## src/rtl/imem_arbiter_pkg.sv

```systemverilog
//------------------------------------------------------------------------------
// Module  : imem_arb_pkg
// Brief   : Shared types and constants for the instruction-memory arbiter.
// Rev     : 1.0 - initial release
//------------------------------------------------------------------------------
`default_nettype none

package imem_arb_pkg;

    typedef enum logic [1:0] {
        ST_BOOT = 2'd0,
        ST_RUN  = 2'd1,
        ST_LOCK = 2'd2
    } state_t;

    typedef enum logic {
        REQ_FETCH  = 1'b0,
        REQ_LOADER = 1'b1
    } req_id_t;

    localparam logic [31:0] ERR_RDATA = 32'h0;

    // Word-aligned and inside the 2**aw word array.
    function automatic logic addr_bad(input logic [31:0] addr, input int aw);
        return (addr[1:0] != 2'b00) || ((addr >> (aw + 2)) != 32'd0);
    endfunction

endpackage

`default_nettype wire

```

## src/rtl/imem_arbiter_if.sv

```systemverilog
//------------------------------------------------------------------------------
// Module  : imem_arbiter_if
// Brief   : Fetch, loader, boot and memory-array signals of the arbiter.
// Rev     : 1.0 - initial release
//------------------------------------------------------------------------------
`default_nettype none

interface imem_arbiter_if #(
    parameter int ADDR_W = 10
);
    logic              f_req;
    logic [31:0]       f_addr;
    logic              f_gnt;
    logic              f_rvalid;
    logic [31:0]       f_rdata;
    logic              f_err;
    logic              l_req;
    logic              l_we;
    logic              l_lock;
    logic [31:0]       l_addr;
    logic [31:0]       l_wdata;
    logic              l_gnt;
    logic              l_rvalid;
    logic [31:0]       l_rdata;
    logic              l_err;
    logic              boot_done;
    logic              core_stall;
    logic [ADDR_W-1:0] mem_addr;
    logic              mem_we;
    logic [31:0]       mem_wdata;
    logic [31:0]       mem_rdata;

    modport slave (
        input  f_req, f_addr, l_req, l_we, l_lock, l_addr, l_wdata, boot_done, mem_rdata,
        output f_gnt, f_rvalid, f_rdata, f_err, l_gnt, l_rvalid, l_rdata, l_err,
               core_stall, mem_addr, mem_we, mem_wdata
    );

    modport master (
        output f_req, f_addr, l_req, l_we, l_lock, l_addr, l_wdata, boot_done, mem_rdata,
        input  f_gnt, f_rvalid, f_rdata, f_err, l_gnt, l_rvalid, l_rdata, l_err,
               core_stall, mem_addr, mem_we, mem_wdata
    );

endinterface

`default_nettype wire

```

## src/rtl/imem_arbiter_rsp.sv

```systemverilog
//------------------------------------------------------------------------------
// Module  : imem_arb_rsp
// Brief   : One-cycle response register (rvalid/rdata/err) for one requester.
// Rev     : 1.0 - initial release
//------------------------------------------------------------------------------
`default_nettype none

module imem_arb_rsp
    import imem_arb_pkg::*;
(
    input  wire logic        clk,
    input  wire logic        rst,
    input  wire logic        i_gnt,
    input  wire logic        i_err,
    input  wire logic        i_we,
    input  wire logic [31:0] i_mem_rdata,
    output logic             o_rvalid,
    output logic [31:0]      o_rdata,
    output logic             o_err
);

    logic        r_rvalid;
    logic [31:0] r_rdata;
    logic        r_err;

    always_ff @(posedge clk or negedge rst) begin
        if (!rst) begin
            r_rvalid <= 1'b0;
            r_rdata  <= ERR_RDATA;
            r_err    <= 1'b0;
        end else begin
            r_rvalid <= i_gnt;
            r_err    <= i_gnt & i_err;
            // Writes and errored accesses return zero data.
            r_rdata  <= (i_gnt && !i_err && !i_we) ? i_mem_rdata : ERR_RDATA;
        end
    end

    assign o_rvalid = r_rvalid;
    assign o_rdata  = r_rdata;
    assign o_err    = r_err;

endmodule

`default_nettype wire

```

## src/rtl/imem_arbiter.sv

```systemverilog
//------------------------------------------------------------------------------
// Module  : imem_arbiter
// Brief   : Boot-sequenced, round-robin/lockable arbiter for the single-port
//           instruction memory. Optional perf counters: IMEM_ARB_PERF_EN.
// Rev     : 1.0 - initial release
//------------------------------------------------------------------------------
`default_nettype none

module imem_arbiter
    import imem_arb_pkg::*;
#(
    parameter int ADDR_W      = 10,
    parameter int BOOT_BYPASS = 0
) (
    input  wire logic         clk,
    input  wire logic         rst,
`ifdef IMEM_ARB_PERF_EN
    output logic [31:0]       perf_conflicts,
    output logic [31:0]       perf_fetch_stalls,
`endif
    imem_arbiter_if.slave     bus
);

    localparam state_t c_rst_state = (BOOT_BYPASS != 0) ? ST_RUN : ST_BOOT;

    state_t            r_state;
    state_t            w_state_nxt;
    req_id_t           r_rr_last;
    logic              r_fetch_pri;
    logic              w_f_gnt;
    logic              w_l_gnt;
    logic              w_f_err;
    logic              w_l_err;
    logic              w_core_stall;
    logic [ADDR_W-1:0] w_mem_addr;

    assign w_f_err = addr_bad(bus.f_addr, ADDR_W);
    assign w_l_err = addr_bad(bus.l_addr, ADDR_W);

    always_ff @(posedge clk or negedge rst) begin
        if (!rst) begin
            r_state <= c_rst_state;
        end else begin
            r_state <= w_state_nxt;
        end
    end

    always_comb begin
        w_state_nxt = r_state;
        case (r_state)
            ST_BOOT: if (bus.boot_done)             w_state_nxt = ST_RUN;
            ST_RUN:  if (w_l_gnt && bus.l_lock)     w_state_nxt = ST_LOCK;
            ST_LOCK: if (!bus.l_lock)               w_state_nxt = ST_RUN;
            default:                                w_state_nxt = c_rst_state;
        endcase
    end

    always_comb begin
        w_f_gnt = 1'b0;
        w_l_gnt = 1'b0;
        case (r_state)
            ST_RUN: begin
                if (bus.f_req && bus.l_req) begin
                    if (r_fetch_pri || (r_rr_last == REQ_LOADER)) w_f_gnt = 1'b1;
                    else                                          w_l_gnt = 1'b1;
                end else begin
                    w_f_gnt = bus.f_req;
                    w_l_gnt = bus.l_req;
                end
            end
            default: w_l_gnt = bus.l_req;
        endcase
        // No grant may escape while reset is asserted.
        if (!rst) begin
            w_f_gnt = 1'b0;
            w_l_gnt = 1'b0;
        end
        w_core_stall = (r_state != ST_RUN) | (bus.f_req & ~w_f_gnt);
    end

    always_ff @(posedge clk or negedge rst) begin
        if (!rst) begin
            r_rr_last   <= REQ_FETCH;
            r_fetch_pri <= 1'b0;
        end else begin
            r_fetch_pri <= (r_state == ST_LOCK) && !bus.l_lock;
            if ((r_state == ST_RUN) && bus.f_req && bus.l_req)
                r_rr_last <= w_f_gnt ? REQ_FETCH : REQ_LOADER;
        end
    end

    assign w_mem_addr = w_l_gnt ? bus.l_addr[ADDR_W+1:2] :
                        w_f_gnt ? bus.f_addr[ADDR_W+1:2] : '0;

    assign bus.f_gnt      = w_f_gnt;
    assign bus.l_gnt      = w_l_gnt;
    assign bus.core_stall = w_core_stall;
    assign bus.mem_addr   = w_mem_addr;
    assign bus.mem_we     = w_l_gnt & bus.l_we & ~w_l_err;
    assign bus.mem_wdata  = bus.l_wdata;

    imem_arb_rsp u_rsp_f (
        .clk         (clk),
        .rst         (rst),
        .i_gnt       (w_f_gnt),
        .i_err       (w_f_err),
        .i_we        (1'b0),
        .i_mem_rdata (bus.mem_rdata),
        .o_rvalid    (bus.f_rvalid),
        .o_rdata     (bus.f_rdata),
        .o_err       (bus.f_err)
    );

    imem_arb_rsp u_rsp_l (
        .clk         (clk),
        .rst         (rst),
        .i_gnt       (w_l_gnt),
        .i_err       (w_l_err),
        .i_we        (bus.l_we),
        .i_mem_rdata (bus.mem_rdata),
        .o_rvalid    (bus.l_rvalid),
        .o_rdata     (bus.l_rdata),
        .o_err       (bus.l_err)
    );

`ifdef IMEM_ARB_PERF_EN
    logic [31:0] r_perf_conflicts;
    logic [31:0] r_perf_fetch_stalls;

    always_ff @(posedge clk or negedge rst) begin
        if (!rst) begin
            r_perf_conflicts    <= '0;
            r_perf_fetch_stalls <= '0;
        end else begin
            if (bus.f_req && bus.l_req && (r_perf_conflicts != '1))
                r_perf_conflicts <= r_perf_conflicts + 32'd1;
            if (w_core_stall && (r_state != ST_BOOT) && (r_perf_fetch_stalls != '1))
                r_perf_fetch_stalls <= r_perf_fetch_stalls + 32'd1;
        end
    end

    assign perf_conflicts    = r_perf_conflicts;
    assign perf_fetch_stalls = r_perf_fetch_stalls;
`else
    // Counters are not built in this configuration.
`endif

endmodule

`default_nettype wire

```

## src/flat_wrapper.sv

```systemverilog
// flat-port wrapper written by rule: the top's interface ports become plain ports
module imem_arbiter_flat import imem_arb_pkg::*;
#(
    parameter int ADDR_W      = 10,
    parameter int BOOT_BYPASS = 0
)
  (clk, rst, bus_f_req, bus_f_addr, bus_l_req, bus_l_we, bus_l_lock, bus_l_addr, bus_l_wdata, bus_boot_done, bus_mem_rdata, bus_f_gnt, bus_f_rvalid, bus_f_rdata, bus_f_err, bus_l_gnt, bus_l_rvalid, bus_l_rdata, bus_l_err, bus_core_stall, bus_mem_addr, bus_mem_we, bus_mem_wdata);
  imem_arbiter_if #(.ADDR_W(ADDR_W)) bus_i ();
  input  wire logic clk;
  input  wire logic rst;
  input wire logic [$bits(bus_i.f_req)-1:0] bus_f_req;
  input wire logic [$bits(bus_i.f_addr)-1:0] bus_f_addr;
  input wire logic [$bits(bus_i.l_req)-1:0] bus_l_req;
  input wire logic [$bits(bus_i.l_we)-1:0] bus_l_we;
  input wire logic [$bits(bus_i.l_lock)-1:0] bus_l_lock;
  input wire logic [$bits(bus_i.l_addr)-1:0] bus_l_addr;
  input wire logic [$bits(bus_i.l_wdata)-1:0] bus_l_wdata;
  input wire logic [$bits(bus_i.boot_done)-1:0] bus_boot_done;
  input wire logic [$bits(bus_i.mem_rdata)-1:0] bus_mem_rdata;
  output wire logic [$bits(bus_i.f_gnt)-1:0] bus_f_gnt;
  output wire logic [$bits(bus_i.f_rvalid)-1:0] bus_f_rvalid;
  output wire logic [$bits(bus_i.f_rdata)-1:0] bus_f_rdata;
  output wire logic [$bits(bus_i.f_err)-1:0] bus_f_err;
  output wire logic [$bits(bus_i.l_gnt)-1:0] bus_l_gnt;
  output wire logic [$bits(bus_i.l_rvalid)-1:0] bus_l_rvalid;
  output wire logic [$bits(bus_i.l_rdata)-1:0] bus_l_rdata;
  output wire logic [$bits(bus_i.l_err)-1:0] bus_l_err;
  output wire logic [$bits(bus_i.core_stall)-1:0] bus_core_stall;
  output wire logic [$bits(bus_i.mem_addr)-1:0] bus_mem_addr;
  output wire logic [$bits(bus_i.mem_we)-1:0] bus_mem_we;
  output wire logic [$bits(bus_i.mem_wdata)-1:0] bus_mem_wdata;
  assign bus_i.f_req = bus_f_req;
  assign bus_i.f_addr = bus_f_addr;
  assign bus_i.l_req = bus_l_req;
  assign bus_i.l_we = bus_l_we;
  assign bus_i.l_lock = bus_l_lock;
  assign bus_i.l_addr = bus_l_addr;
  assign bus_i.l_wdata = bus_l_wdata;
  assign bus_i.boot_done = bus_boot_done;
  assign bus_i.mem_rdata = bus_mem_rdata;
  assign bus_f_gnt = bus_i.f_gnt;
  assign bus_f_rvalid = bus_i.f_rvalid;
  assign bus_f_rdata = bus_i.f_rdata;
  assign bus_f_err = bus_i.f_err;
  assign bus_l_gnt = bus_i.l_gnt;
  assign bus_l_rvalid = bus_i.l_rvalid;
  assign bus_l_rdata = bus_i.l_rdata;
  assign bus_l_err = bus_i.l_err;
  assign bus_core_stall = bus_i.core_stall;
  assign bus_mem_addr = bus_i.mem_addr;
  assign bus_mem_we = bus_i.mem_we;
  assign bus_mem_wdata = bus_i.mem_wdata;
  imem_arbiter #(.ADDR_W(ADDR_W), .BOOT_BYPASS(BOOT_BYPASS)) u_core (.clk(clk), .rst(rst), .bus(bus_i));
endmodule
```

## config.mk

```make
export PLATFORM = sky130hd
export DESIGN_NAME = imem_arbiter_flat
export DESIGN_NICKNAME = d
export VERILOG_FILES = /design/src/rtl/imem_arbiter_pkg.sv /design/src/rtl/imem_arbiter_if.sv /design/src/rtl/imem_arbiter_rsp.sv /design/src/rtl/imem_arbiter.sv /design/src/flat_wrapper.sv
export SDC_FILE = /design/constraint.sdc
export NUM_CORES = 1
export LEC_CHECK = 0
export ABC_AREA = 1
export BUFFER_PORTS_ARGS = -buffer_cell sky130_fd_sc_hd__buf_2
export CORE_MARGIN = 8
export CORE_UTILIZATION = 40
export DETAILED_ROUTE_END_ITERATION = 6
export GPL_TIMING_DRIVEN = 0
export PLACE_DENSITY = 0.91
export REMOVE_ABC_BUFFERS = 1
export SLEW_MARGIN = 30
export SYNTH_ARGS = -nofsm -noshare
export SYNTH_HDL_FRONTEND = slang
export SYNTH_HIERARCHICAL = 1
export SYNTH_SLANG_ARGS = --single-unit
```

## constraint.sdc

```tcl
create_clock -name clk -period 2 [get_ports clk]
set_input_delay 0.4 -clock clk [delete_from_list [all_inputs] [get_ports clk]]
set_output_delay 0.4 -clock clk [all_outputs]
set_load 0.05 [all_outputs]
```

---- Word-level counts from Yosys, hierarchy flattened ----
Cells that the tools add are included.
Widths: inputs -> output; s select.
word-level totals
  register bits ........................... 72
operators by class
  equal/unequal tests ..................... 6
  muxes and demuxes ....................... 17
  bitwise gates (word level) .............. 8
  reduce and logical (&&, ||, !) cells .... 21
operators by type and width
  operator            number
  $mux 32             2
  $reduce_bool 32->1  2
  $mux 10             2
  $mux 1              9
  $logic_and 1x1->1   8
  $mux 2              3
  $pmux 2 s3          1
  $and 1x1->1         5
  $logic_not 1->1     4
  $ne 2x1->1 const B  2
  $ne 2x2->1 const B  2
  $reduce_bool 2->1   2
  $logic_or 1x1->1    3
  $reduce_and 3->1    1
  $eq 2x1->1 const B  1
  $eq 2x2->1 const B  1
  $logic_not 2->1     1
  $not 1->1           2
  $or 1x1->1          1

---- Logic depth before layout (Yosys ltp) ----
  word-level depth ........................ 8
  depth in mapped cells ................... 8
  gate-level depth less buffers ........... 7

---- Cells and area by module ----
Netlist, hierarchy kept.
modules (own cells, without submodules)
  module        instances  cells each  area each (µm²)
  imem_arb_rsp  2          106         1232.4
  imem_arbiter  1          138         794.5

---- Worst setup path before layout ----
OpenSTA, ideal clock, no wires.
  kind .................................... reg2reg
  start point ............................. register u_core.r_state[0]
  end point ............................... register u_core.u_rsp_l.r_rdata[10], in the netlist u_core/u_rsp_l/o_rdata[10]
  library setup time ...................... 0.069 ns
  data arrival time ....................... 2.060 ns
  path slack .............................. -0.129 ns
  stages on the path, launching flop included .. 9
  path buffers ............................ 1
  clock period less this slack ............ 2.129 ns
  path through ............................ dfrtp_1 > inv_2 > nor2_4 > nand2_2 > clkinv_1 > a21oi_1 > nand3_4 > buf_6 > nor2_2
on the way
  word-level cells in the longest chain between the ends .. 6
RTL lines
  item                             RTL line                text
  start: declaration               imem_arbiter.sv:26      state_t r_state;
  start signal: assignment         imem_arbiter.sv:42      r_state <= c_rst_state;
  start signal: assignment         imem_arbiter.sv:44      r_state <= w_state_nxt;
  $eq 2x1->1                       imem_arbiter.sv:61      case (r_state)
  $mux 1                           imem_arbiter.sv:61
  $mux 1                           imem_arbiter.sv:74      if (!rst) begin
  net bus_l_gnt                    flat_wrapper.sv:24      output wire logic [$bits(bus_i.l_gnt)-1:0] bus_l_gnt;
  $logic_and 1x1->1 (2 in series)  imem_arbiter_rsp.sv:35  r_rdata <= (i_gnt && !i_err && !i_we) ? i_mem_rdata : ERR_RDATA;
  $mux 32                          imem_arbiter_rsp.sv:35
  end signal: assignment           imem_arbiter_rsp.sv:35
  end: declaration                 imem_arbiter_rsp.sv:23  logic [31:0] r_rdata;
The timed path passes the listed nets, and every way through them passes these cells.
A chain may end at the register's enable or synchronous reset.

---- Worst setup path in the final report ----
  start point ............................. register u_core.r_state[0]
  end point ............................... output port bus_l_gnt
on the way
  word-level cells in the longest chain between the ends .. 3
RTL lines
  item              RTL line
  $eq 2x1->1        imem_arbiter.sv:61
  $mux 1            imem_arbiter.sv:61
  $mux 1            imem_arbiter.sv:74
  end: declaration  flat_wrapper.sv:24
Every way passes these cells.

==> impl_metrics.py <==
metrics = {
    "pwr": {
        "vdd_ir_drop_max_mv": 0.406,
        "switching_share_pct": 31.0,
        "seqPwrFrac_pct": 40.8,
        "switchingPower_uw": 1150,
        "clkPwrFrac_pct": 34.0,
        "p_int_uw": 2550,
        "power_density_nw_per_um2": 822,
        "p_leak_uw": 0.00278,
        "comb_power_share_pct": 25.2,
    },
    "synthesis": {
        "syn_inst": 350,
        "yosysSeqAreaShare_pct": 55.3,
        "postSynthAreaPerCell_um2": 9.31,
        "ys_seq_elements": 72,
        "synthTopCellsByArea": "dfrtp_1 (55%), nor2_2 (12%), inv_1 (8.4%)",
        "yosys_warnings": 6,
        "synth_top_area_share_pct": 55.3,
        "synth_largest_area_cell": "dfrtp_1",
        "synth.cell_area_um2": 3260,
        "ys_types": 21,
    },
    "place": {
        "hpwl_um": 9490,
        "routabilityCongestion": 0.902,
        "io_buffers": 184,
    },
    "status": {
        "status": "complete, no violations",
    },
    "floorplan": {
        "fp.dieW_um": 106,
        "die_h_um": 106,
        "rows": 33,
        "coreArea_um2": 8050,
        "ioPinCount": 249,
        "dieArea_um2": 11300,
        "initial_core_util_pct": 40.5,
    },
    "layout": {
        "fill_cells": 756,
        "antenna_cells": 0,
        "syn2layout_area_growth_pct": 37.9,
        "drive_gt1_share_pct": 55.4,
        "fin_nets": 653,
    },
    "setup_path": {
        "worstPathCellList": "inv_2, nor2_4, nand2_4, clkinv_1, a21oi_4, buf_6",
        "reg2regPathDepth": 7,
        "arrival_ps": 1590,
        "rrSetupSlack_ps": 100,
        "cp_slowest_cell": "dfrtp_1",
        "r2r_start": "u_core/r_state[0]$_DFFE_PN0P_",
        "critPathMaxFanout": 4,
        "cp-start-kind": "register",
        "critPathRequiredTime_ps": 1600,
        "worstSetupEndpointType": "output port",
        "r2r_end": "u_core/u_rsp_l/o_rdata[14]$_DFF_PN0_",
        "critPathKind": "register to output port",
        "slowest_delay_ps": 400,
    },
    "sta": {
        "slew_viol_final": 0,
        "rsz0062_at_grt": "true",
        "clock_skew_ps": 9.09,
        "fmax_ghz": 0.501,
        "setup_viol": 0,
        "period_needed_ps": 1990,
        "tightestPinTransition_ps": 604,
        "timing.setup.tns_ps": 0,
        "fin_hold_ws_ps": 10.2,
        "maxSlewHeadroom_pct": 59.7,
        "fin_crit_sh_pct": 99.7,
        "hold_violations": 0,
    },
    "detailed_routing": {
        "dr_total_vias": 2728,
        "vias_per_cell": 4.34,
        "top_layer": "met4",
        "drt_pass1_iterations": 4,
        "wl_per_cell_um": 18.5,
        "drc": 0,
        "drt_wl_total_um": 11600,
        "route.met2.wl_um": 5980,
        "met1_length_um": 3020,
        "route.met3.wl_um": 2440,
        "ant_nets": 0,
        "drt-initial-drc-count": 124,
    },
    "cts": {
        "cts_buffers": 9,
        "clock-root-buffer": "clkbuf_8",
        "path_clk_slew_ps": 80,
        "htree_levels": 3,
        "cts_sinks": 72,
        "clock_latency_ps": 340,
        "cts_tree": "yes",
        "clockBufferDepth": 2,
    },
    "job": {
        "cap_violations": 0,
    },
    "grt": {
        "grt_pass1_wl_um": 16600,
        "grt_usage_pct": 19.8,
        "overflow": 0,
        "antenna_found_initial": 0,
        "grt_max_degree": 41,
        "grt_pass1_vias": 2892,
    },
    "worst_hold_path": {
        "worst_hold_path_type": "input port to asynchronous set/reset pin",
    },
}
how the worst max path moves through the flow:
stage	cells past startpoint	start	slack (ps)	to
floorplan	7	u_core/r_state[0]$_DFFE_PN0P_	-440	u_core/u_rsp_l/o_rdata[0]$_DFF_PN0_
global placement	5	rst	-1130	u_core/u_rsp_l/o_rdata[31]$_DFF_PN0_
detailed placement	5	rst	-380	u_core/u_rsp_l/o_rdata[31]$_DFF_PN0_
CTS	6	u_core/r_rr_last$_DFFE_PN0P_	4	bus_mem_we
global route	6	u_core/r_state[1]$_DFFE_PN0P_	-100	bus_mem_addr[5]
finish	6	u_core/r_state[0]$_DFFE_PN0P_	5	bus_l_gnt
flip-flops by register name, indices dropped and copies added, names as in the netlist:
register / count
u_core/r_rr_last: 1
u_core/r_state: 2
u_core/u_rsp_f/o_rvalid: 1
u_core/u_rsp_f/o_err: 1
u_core/r_fetch_pri: 1
u_core/u_rsp_f/o_rdata: 32
u_core/u_rsp_l/o_err: 1
u_core/u_rsp_l/o_rvalid: 1
u_core/u_rsp_l/o_rdata: 32
cell usage in the layout (no fill, tap or decap), drive strengths merged:
| master | n |
|---|---|
| inv | 75 |
| nor2 | 95 |
| clkbuf | 11 |
| buf | 195 |
| nand3b | 1 |
| nand3 | 18 |
| dfrtp | 72 |
| clkinv | 2 |
| clkinvlp | 2 |
| bufinv | 2 |
| conb | 1 |
| dlygate4sd3 | 1 |
| or2 | 1 |
| nand4 | 2 |
| nor3 | 1 |
| a21oi | 3 |
| nand2 | 41 |
critical path: cells and delay by family, from the launching register on:
| family | cells | cell delay [ps] |
|---|---|---|
| and+or+nand+nor | 2 | 150 |
| buffers and inverters | 3 | 440 |
| AOI/OAI and AO/OA | 1 | 280 |
| DFF | 1 | 400 |
layout make-up:
type | instances | area [um2] | share of cell area [%]
Tap cell | 105 | 131 | 2.92
Inverter | 75 | 282 | 6.26
Clock buffer | 10 | 128 | 2.84
Multi-Input combinational cell | 163 | 900 | 20.0
Clock inverter | 6 | 92.6 | 2.06
Timing Repair Buffer | 197 | 1160 | 25.8
Sequential cell | 72 | 1800 | 40.1
cell usage after synthesis, drive strengths merged:
cell type	instances
conb	1
inv	74
nand2	41
nand3	18
buf	41
a21oi	3
clkinv	1
nand4	2
or2	1
nor3	1
nand3b	1
dfrtp	72
nor2	94
power groups by stage:
stage                     combinational [uW]  sequential, uW  clock, uW
final                                    933            1510       1250
after global routing                     999            1510       1360
after floorplan                          396            1580          0
after global placement                   667            1530          0
after CTS                                809            1510       1300
after detailed placement                 692            1530          0
kinds of logic after synthesis:
logic type,after synthesis,share of synthesized area [%]
flops,72,55.3
other cells,1,0.115
compound gates,3,0.461
buf+inv,116,18.8
simple gates,158,25.3
metrics by stage:
stage	instances	setup slack, ps	util (%)	area (um2)	power [uW]
final	628	5.08	55.8	4500	3690
after global routing	628	-105	55.8	4500	3870
after detailed placement	599	-384	49.7	4000	2230
after global placement	598	-1130	49.4	3980	2200
after floorplan	309	-437	-	2930	1970
after CTS	620	4.02	54.2	4360	3610
routing by layer:
layer / up-vias / global-route usage [%]
met5: - / 0
met4: 0 / 6.13
met2: 149 / 34.9
met3: 20 / 18.0
li1: 1304 / -
met1: 1255 / 14.9
timing repair:
action                                  4_1_cts  5_1_grt
hold endpoints to repair                     32        0
cloned                                        1        0
hold buffers                                  2        0
gates resized for setup                      26       26
buffers inserted                              2        8
endpoints found under the setup margin       45       15
pin swaps                                     2        7
Power figures use the tool's default switching activity.
